$ cat src/rtl/turf_bus_pkg.sv
// Shared definitions for the TURF bus arbiter: FSM encoding, address width,
// and the read data returned on a forced completion.
package turf_bus_pkg;

    localparam int          TURF_ADDR_W          = 6;
    localparam logic [31:0] TIMEOUT_DATA_DEFAULT = 32'hDEADDEAD;

    typedef enum logic [1:0] {
        ST_IDLE    = 2'd0,
        ST_ACTIVE  = 2'd1,
        ST_RELEASE = 2'd2
    } arb_state_t;

endpackage

$ cat src/rtl/turf_arb_timeout.sv
// Stall counter for the arbiter: counts enabled cycles and flags the
// TIMEOUT_CYCLES-th one. Only built when TURF_BUS_ARBITER_TIMEOUT_EN is defined.
module turf_arb_timeout #(
    parameter int TIMEOUT_CYCLES = 255
) (
    input  logic clk,
    input  logic rst_n,
    input  logic clear,
    input  logic enable,
    output logic expired
);

    localparam logic [15:0] LAST = 16'(TIMEOUT_CYCLES - 1);

    logic [15:0] count;

    // The first enabled cycle sees count 0, so expiry lands on cycle TIMEOUT_CYCLES.
    assign expired = enable & (count == LAST);

    always_ff @(posedge clk) begin
        if (!rst_n || clear) begin
            count <= '0;
        end else if (enable && !expired) begin
            count <= count + 16'd1;
        end
    end

endmodule

$ cat src/rtl/turf_bus_arbiter.sv
// Round-robin arbiter sharing the TURF register target between requesters a and b.
// Define TURF_BUS_ARBITER_TIMEOUT_EN to force completion of transactions the target never acks.
module turf_bus_arbiter
    import turf_bus_pkg::*;
#(
    parameter int          TIMEOUT_CYCLES = 255,
    parameter logic [31:0] TIMEOUT_DATA   = TIMEOUT_DATA_DEFAULT
) (
    input  logic                   clk_i,
    input  logic                   rst_n_i,
    input  logic                   ma_wr_i,
    input  logic                   ma_rd_i,
    input  logic [TURF_ADDR_W-1:0] ma_addr_i,
    input  logic [31:0]            ma_dat_i,
    output logic [31:0]            ma_dat_o,
    output logic                   ma_ack_o,
    input  logic                   mb_wr_i,
    input  logic                   mb_rd_i,
    input  logic [TURF_ADDR_W-1:0] mb_addr_i,
    input  logic [31:0]            mb_dat_i,
    output logic [31:0]            mb_dat_o,
    output logic                   mb_ack_o,
    output logic                   turf_wr_o,
    output logic                   turf_rd_o,
    output logic [TURF_ADDR_W-1:0] turf_addr_o,
    output logic [31:0]            turf_dat_o,
    input  logic [31:0]            turf_dat_i,
    input  logic                   turf_ack_i,
    output logic                   grant_o,
    output logic                   busy_o,
    output logic                   timeout_o
);

    if (TIMEOUT_CYCLES < 2 || TIMEOUT_CYCLES > 65535) begin : g_bad_timeout
        $error("turf_bus_arbiter: TIMEOUT_CYCLES must be in 2..65535");
    end

    arb_state_t             state;
    logic                   last_grant;
    logic                   req_a;
    logic                   req_b;
    logic                   pick_b;
    logic                   sel_wr;
    logic                   sel_rd;
    logic [TURF_ADDR_W-1:0] sel_addr;
    logic [31:0]            sel_dat;
    logic                   active;
    logic                   forced;
    logic                   done;
    logic [31:0]            rsp_data;

    assign req_a  = ma_wr_i | ma_rd_i;
    assign req_b  = mb_wr_i | mb_rd_i;
    // On a tie b wins only if a was granted last; last_grant resets to b so a wins first.
    assign pick_b = req_b & (~req_a | ~last_grant);

    assign sel_wr   = pick_b ? mb_wr_i   : ma_wr_i;
    assign sel_rd   = pick_b ? mb_rd_i   : ma_rd_i;
    assign sel_addr = pick_b ? mb_addr_i : ma_addr_i;
    assign sel_dat  = pick_b ? mb_dat_i  : ma_dat_i;

    assign active = (state == ST_ACTIVE);

`ifdef TURF_BUS_ARBITER_TIMEOUT_EN
    logic expired;

    turf_arb_timeout #(
        .TIMEOUT_CYCLES(TIMEOUT_CYCLES)
    ) u_timeout (
        .clk    (clk_i),
        .rst_n  (rst_n_i),
        .clear  (~active),
        .enable (active),
        .expired(expired)
    );

    // A real ack on the expiry cycle wins over the forced completion.
    assign forced = expired & ~turf_ack_i;
`else
    assign forced    = 1'b0;
    assign timeout_o = 1'b0;
`endif

    assign done     = active & (turf_ack_i | forced);
    assign rsp_data = forced ? TIMEOUT_DATA : turf_dat_i;

    // Acks are combinational so they land in the target's ack cycle; reset kills them at once.
    assign ma_ack_o = rst_n_i & done & ~grant_o;
    assign mb_ack_o = rst_n_i & done &  grant_o;
    assign ma_dat_o = rsp_data;
    assign mb_dat_o = rsp_data;

    always_ff @(posedge clk_i) begin
        if (!rst_n_i) begin
            state       <= ST_IDLE;
            turf_wr_o   <= 1'b0;
            turf_rd_o   <= 1'b0;
            turf_addr_o <= '0;
            turf_dat_o  <= '0;
            grant_o     <= 1'b0;
            busy_o      <= 1'b0;
            last_grant  <= 1'b1;
`ifdef TURF_BUS_ARBITER_TIMEOUT_EN
            timeout_o   <= 1'b0;
`endif
        end else begin
`ifdef TURF_BUS_ARBITER_TIMEOUT_EN
            timeout_o <= forced;
`endif
            case (state)
                ST_IDLE: begin
                    if (req_a || req_b) begin
                        state       <= ST_ACTIVE;
                        busy_o      <= 1'b1;
                        grant_o     <= pick_b;
                        last_grant  <= pick_b;
                        turf_addr_o <= sel_addr;
                        turf_dat_o  <= sel_dat;
                        turf_wr_o   <= sel_wr;
                        turf_rd_o   <= sel_rd & ~sel_wr;
                    end
                end
                ST_ACTIVE: begin
                    if (done) begin
                        state     <= ST_RELEASE;
                        turf_wr_o <= 1'b0;
                        turf_rd_o <= 1'b0;
                    end
                end
                ST_RELEASE: begin
                    // One dead cycle lets the acked requester drop its level request.
                    state  <= ST_IDLE;
                    busy_o <= 1'b0;
                end
                default: begin
                    state  <= ST_IDLE;
                    busy_o <= 1'b0;
                end
            endcase
        end
    end

endmodule

$ cat config.mk
export PLATFORM = sky130hd
export DESIGN_NAME = turf_bus_arbiter
export DESIGN_NICKNAME = d
export VERILOG_FILES = /design/src/rtl/turf_bus_pkg.sv /design/src/rtl/turf_arb_timeout.sv /design/src/rtl/turf_bus_arbiter.sv
export SDC_FILE = /design/constraint.sdc
export NUM_CORES = 1
export LEC_CHECK = 0
export CAP_MARGIN = 20
export CELL_PAD_IN_SITES_DETAIL_PLACEMENT = 0
export CELL_PAD_IN_SITES_GLOBAL_PLACEMENT = 2
export CORE_ASPECT_RATIO = 0.8
export CORE_MARGIN = 2
export CORE_UTILIZATION = 17
export CTS_CLUSTER_DIAMETER = 100
export DETAILED_ROUTE_END_ITERATION = 12
export GPL_ROUTABILITY_DRIVEN = 1
export PLACE_DENSITY_LB_ADDON = 0.1
export SYNTH_ARGS = -nofsm -noshare
export SYNTH_HDL_FRONTEND = slang
export SYNTH_SLANG_ARGS = --single-unit
$ cat constraint.sdc
create_clock -name clk_i -period 1.59 [get_ports clk_i]
set_input_delay 0.159 -clock clk_i [delete_from_list [all_inputs] [get_ports clk_i]]
set_output_delay 0.159 -clock clk_i [all_outputs]
set_load 0.05 [all_outputs]
== Word-level counts from Yosys, hierarchy flattened ==
Index checks and enable logic that the tools add are counted.

* Div/mod/pow operators: 0
* Mux-type cells: 14
* Reductions and logical operators: 7
* Bitwise logic cells: 14
* Equality and inequality tests: 3
* Add/subtract/negate cells: 0
* Multipliers: 0
* Shifts and indexed selects: 0
* $lt $le $gt $ge: 0

{| class="wikitable"
|+ Operator list
! cell !! count
|-
| 32-bit two-way mux || 1
|-
| 1-bit AND || 6
|-
| 1-bit two-way mux || 6
|-
| 6-bit two-way mux || 1
|-
| 1-bit one-hot mux with 2 select lines || 3
|-
| 2-bit AND reduction || 3
|-
| 1-bit NOT || 5
|-
| 2-bit two-way mux || 2
|-
| 2-bit one-hot mux with 2 select lines || 1
|-
| 1-bit OR || 3
|-
| 3-bit AND reduction || 1
|-
| 2-bit by 1-bit == test with 1-bit output (second input constant) || 1
|-
| 2-bit zero test || 1
|-
| 2-bit by 1-bit inequality test with 1-bit output (second input constant) || 1
|-
| 2-bit inequality test (second input constant) || 1
|-
| 2-bit nonzero test || 1
|-
| 1-bit logical OR || 1
|}

* Memories kept: 0
* Bits in registers: 45
* Memory bits (read-only): 0
* Bits in latches: 0
* Bits of input ports: 115
* Memory bits (writable): 0

== Depth between registers and ports, before layout ==
* Depth in word-level cells: 9
* Depth in mapped cells: 6

== Worst setup path before layout ==
OpenSTA, ideal clock, no wires.

* Path type: reg-to-output
* Start: register state[1]
* End: output ma_ack_o
* Data arrival time: 1.423 ns
* Data required time: 1.431 ns
* Path slack: 0.008 ns
* Stages on the path, launching flop included: 4
* Path through: dfxtp_1 > and3b_1 > and2_1 > nor2b_1

* Word-level cells in the longest chain between the ends: 4

{| class="wikitable"
|+ RTL lines
! what !! RTL line !! RTL
|-
| from (decl) || turf_bus_arbiter.sv:38 || <nowiki>arb_state_t state;</nowiki>
|-
| from (signal assigned) || turf_bus_arbiter.sv:95 || <nowiki>state <= ST_IDLE;</nowiki>
|-
| from (signal assigned) || turf_bus_arbiter.sv:113 || <nowiki>state <= ST_ACTIVE;</nowiki>
|-
| from (signal assigned) || turf_bus_arbiter.sv:125 || <nowiki>state <= ST_RELEASE;</nowiki>
|-
| 2-bit by 1-bit == test with 1-bit output || turf_bus_arbiter.sv:62 || <nowiki>assign active = (state == ST_ACTIVE);</nowiki>
|-
| 1-bit AND || turf_bus_arbiter.sv:84 || <nowiki>assign done = active & (turf_ack_i | forced);</nowiki>
|-
| 1-bit AND (2 in a row) || turf_bus_arbiter.sv:88 || <nowiki>assign ma_ack_o = rst_n_i & done & ~grant_o;</nowiki>
|-
| to (decl) || turf_bus_arbiter.sv:16 || <nowiki>output logic ma_ack_o,</nowiki>
|}

No other way between the ends.

== Worst setup path in the final report ==
* Start: register state[1]
* End: output mb_ack_o

* Word-level cells in the longest chain between the ends: 4

{| class="wikitable"
|+ RTL lines
! what !! RTL line !! RTL
|-
| 2-bit by 1-bit == test with 1-bit output || turf_bus_arbiter.sv:62 ||
|-
| 1-bit AND || turf_bus_arbiter.sv:84 ||
|-
| 1-bit AND (2 in a row) || turf_bus_arbiter.sv:89 || <nowiki>assign mb_ack_o = rst_n_i & done & grant_o;</nowiki>
|-
| to (decl) || turf_bus_arbiter.sv:22 || <nowiki>output logic mb_ack_o,</nowiki>
|}

No other way between the ends.

==> impl_results.md <==
- Syn Nets: 442
- # IOs: 224
- Synth Area in Compound Gates: 35.3%
- CTS Sinks: 45
- Post-DP HPWL: 7240 um
- Max Fclk: 653 MHz
- Critical Path RT: 1.43 ns
- Inst Count DP: 596
- Top cells by area, synth: dfxtp_1 (31%), buf_4 (17%), o311a_1 (13%), a21boi_0 (10%), a21o_1 (9.7%)
- Pleak: 1.97 nW
- Simple-Gate Fraction of Synth Area: 11.8%
- Final setup viols: 0
- RR Endpoint: turf_dat_o[6]$_SDFFE_PN0P_
- Clock tree buffer depth: 2
- Most frequent cells after synthesis: buf_4 (65), dfxtp_1 (45), a21boi_0 (41)
- R2R depth: 5
- Unrepaired setup endpoints after global routing: false
- Yosys reg bits: 45
- DRC viols: 0
- Final core occ: 25.3%
- FF-to-FF setup slack: 0.12 ns
- Initial DRT Pass Iterations: 4
- Cts hold-fix bufs: 0
- Fin cells: 606
- Most frequent cell after synthesis: buf_4
- Vias per cell: 4.34
- Area grow syn2layout: 44.0%
- Register area share after synthesis: 30.6%
- Worst skew pair latency: 0.29 ns
- Post-synth EDFFs: 0
- Vias in the first global route: 2759
- VDD IR-drop max: 340 uV
- Synth cell types: 30
- Final estimated routing congestion in global placement: 0.665
- Core area: 16700 um2
- H-tree depth: 2
- N_diodes: 0
- Worst Setup SP: state[1]$_SDFFE_PN0P_
- Slowest CP cell: dfxtp_2
- Via count: 2629
- Synth top area share: 30.6%
- CTS tree: yes
- FP Rows: 42
- Initial antenna violation count: 0
- CP startpoint kind: flop
- Largest net degree at the start of global routing: 35
- Initial DRC count: 60
- RR Startpoint: last_grant$_SDFFE_PN1P_
- Fin. Hold Viols: 0
- Avg WL per Cell: 17.0 um
- Status: completed
- Final min period: 1.53 ns
- Worst hold path class: primary input to flop
- Final WL: 10300 um
- Post-DP Area: 4030 um2
- Slew Limit Fails: 0
- Share of cells above drive strength 1: 22.0%
- CP Max Fanout: 5
- Syn. warnings: 0
- Initial Util: 17.6%
- XOR/XNOR Fraction of Synth Area: 0%
- Critical Path AT: 1.37 ns
- Clock skew: 0.00524 ns
- Max-cap viol count: 0
- Crit-path cells: and3b_1, buf_4, and3_1, buf_12
- Mapped Area: 2940 um2
- Nets: 500
- Gr usage total: 10.9%
- CP Capture Point: mb_ack_o
- Syn Area/Cell: 8.99 um2
- Ys async rst share: 0%
- TritonCTS buffer count: 5
- Finished layout cell area: 4230 um2
- Final Worst Setup Slack: 0.0592 ns
- Pre-CTS setup slack: -0.465 ns
- Most used DFF post-synth: dfxtp_1
- Largest family of logic cells by synthesized area: compound AO/OA/AOI/OAI gates
- Clock root cell: clkbuf_16
- Largest stage delay, worst path: 0.38 ns
- Number of port buffers: 126
- First-pass GRT wire length: 15600 um
- Die area: 18400 um2
- Tot Pwr: 0.00414 W
- Crit path kind: flop to output port
- Adder-cell area share of the yosys netlist: 0%
- Power per cell area: 977 nW/um2
- Yosys top cell by area: dfxtp_1
- Synthesized instance count: 327
- Final ANT Viol Nets: 0
- Mux share of post-synthesis cell area: 0%
- Final worst-path cycle share: 96.3%
- CTS clk-pin slew, worst paths: 0.07 ns
- Die height: 122 um
- Crit end category: output port
- Die X: 151 um
- Grt total ovfl: 0
==> worst min path at each step <==
stage                       start               endpoint  slack (ns)  cells after the start
finish                    rst_n_i  state[1]$_SDFFE_PN0P_        0.25                      3
global route              rst_n_i  state[1]$_SDFFE_PN0P_        0.28                      3
detailed placement  turf_dat_i[0]            ma_dat_o[0]        0.32                      0
CTS                       rst_n_i  state[1]$_SDFFE_PN0P_        0.23                      3
floorplan                 rst_n_i  state[1]$_SDFFE_PN0P_        0.30                      1
global placement    turf_dat_i[0]            ma_dat_o[0]        0.32                      0
==> repair_timing <==
item,in CTS,in global routing
gates resized for setup,5,7
endpoints found under the setup margin,43,22
cloned,0,1
pin swaps,0,1
buffers inserted,0,1
hold endpoints to repair,0,0
==> critical path: cells and delay by family (launching register included) <==
kind	cells	cell delay, ns
buffers and inverters	2	0.29
DFF	1	0.38
and+or+nand+nor	2	0.40
==> placed cells by master (no fill, tap or decap), drive strengths merged <==
master / synthesis / layout
a211oi: 1 / 1
a21boi: 41 / 41
a21o: 38 / 38
a31o: 1 / 1
and2: 1 / 1
and3: 39 / 39
and3b: 1 / 1
buf: 75 / 68
clkbuf: 24 / 9
clkdlybuf4s50: 0 / 79
conb: 1 / 1
dfxtp: 45 / 45
dlymetal6s2s: 0 / 2
inv: 1 / 1
nand2: 3 / 3
nand2b: 1 / 1
nand3: 3 / 3
nor2: 2 / 2
nor2b: 1 / 1
nor3b: 1 / 1
nor4: 1 / 1
o21a: 1 / 1
o21ai: 3 / 3
o311a: 38 / 38
o32ai: 2 / 2
or2: 2 / 2
or4: 1 / 1
==> registers in the layout (all words and copies together) (netlist names) <==
signal       cells
turf_addr_o      6
state            2
turf_rd_o        1
grant_o          1
last_grant       1
turf_wr_o        1
busy_o           1
turf_dat_o      32
==> area by class of cell <==
| cell class | count | area (um2) |
|---|---|---|
| multi-input cells | 182 | 1420 |
| flip-flops and latches | 45 | 903 |
| fillers | 1808 | 12500 |
| repair buffers | 150 | 1500 |
| inverters | 1 | 3.75 |
| clock buffers | 8 | 136 |
| well taps | 220 | 275 |
==> stage by stage <==
step | setup TNS [ns] | hold slack [ns]
after floorplan | 0 | 0.295
after global placement | -18.72 | 0.319
after detailed placement | -18.46 | 0.319
after CTS | 0 | 0.228
after global routing | 0 | 0.284
final | 0 | 0.249
==> report_power, final <==
part / internal, W / switching (W)
logic: 0.000755 / 0.000969
registers: 0.00127 / 0.0000978
clock network: 0.000587 / 0.000455
total: 0.00262 / 0.00152
==> cell families after synthesis <==
logic type,Yosys count
other,1
DFF,45
buffers and inverters,100
AOI/OAI and AO/OA,125
and+or+nand+nor,56
==> layer usage <==
metal | track usage, % | part of all wire, % | up-vias | wire [um]
li1 | - | - | 1259 | -
met1 | 15.5 | 50 | 1263 | 5120
met2 | 15.9 | 42 | 102 | 4290
met3 | 4.01 | 8.0 | 5 | 828
met4 | 1.87 | 0.47 | 0 | 48
met5 | 0 | 0 | - | 0
Power figures use the tool's default switching activity.
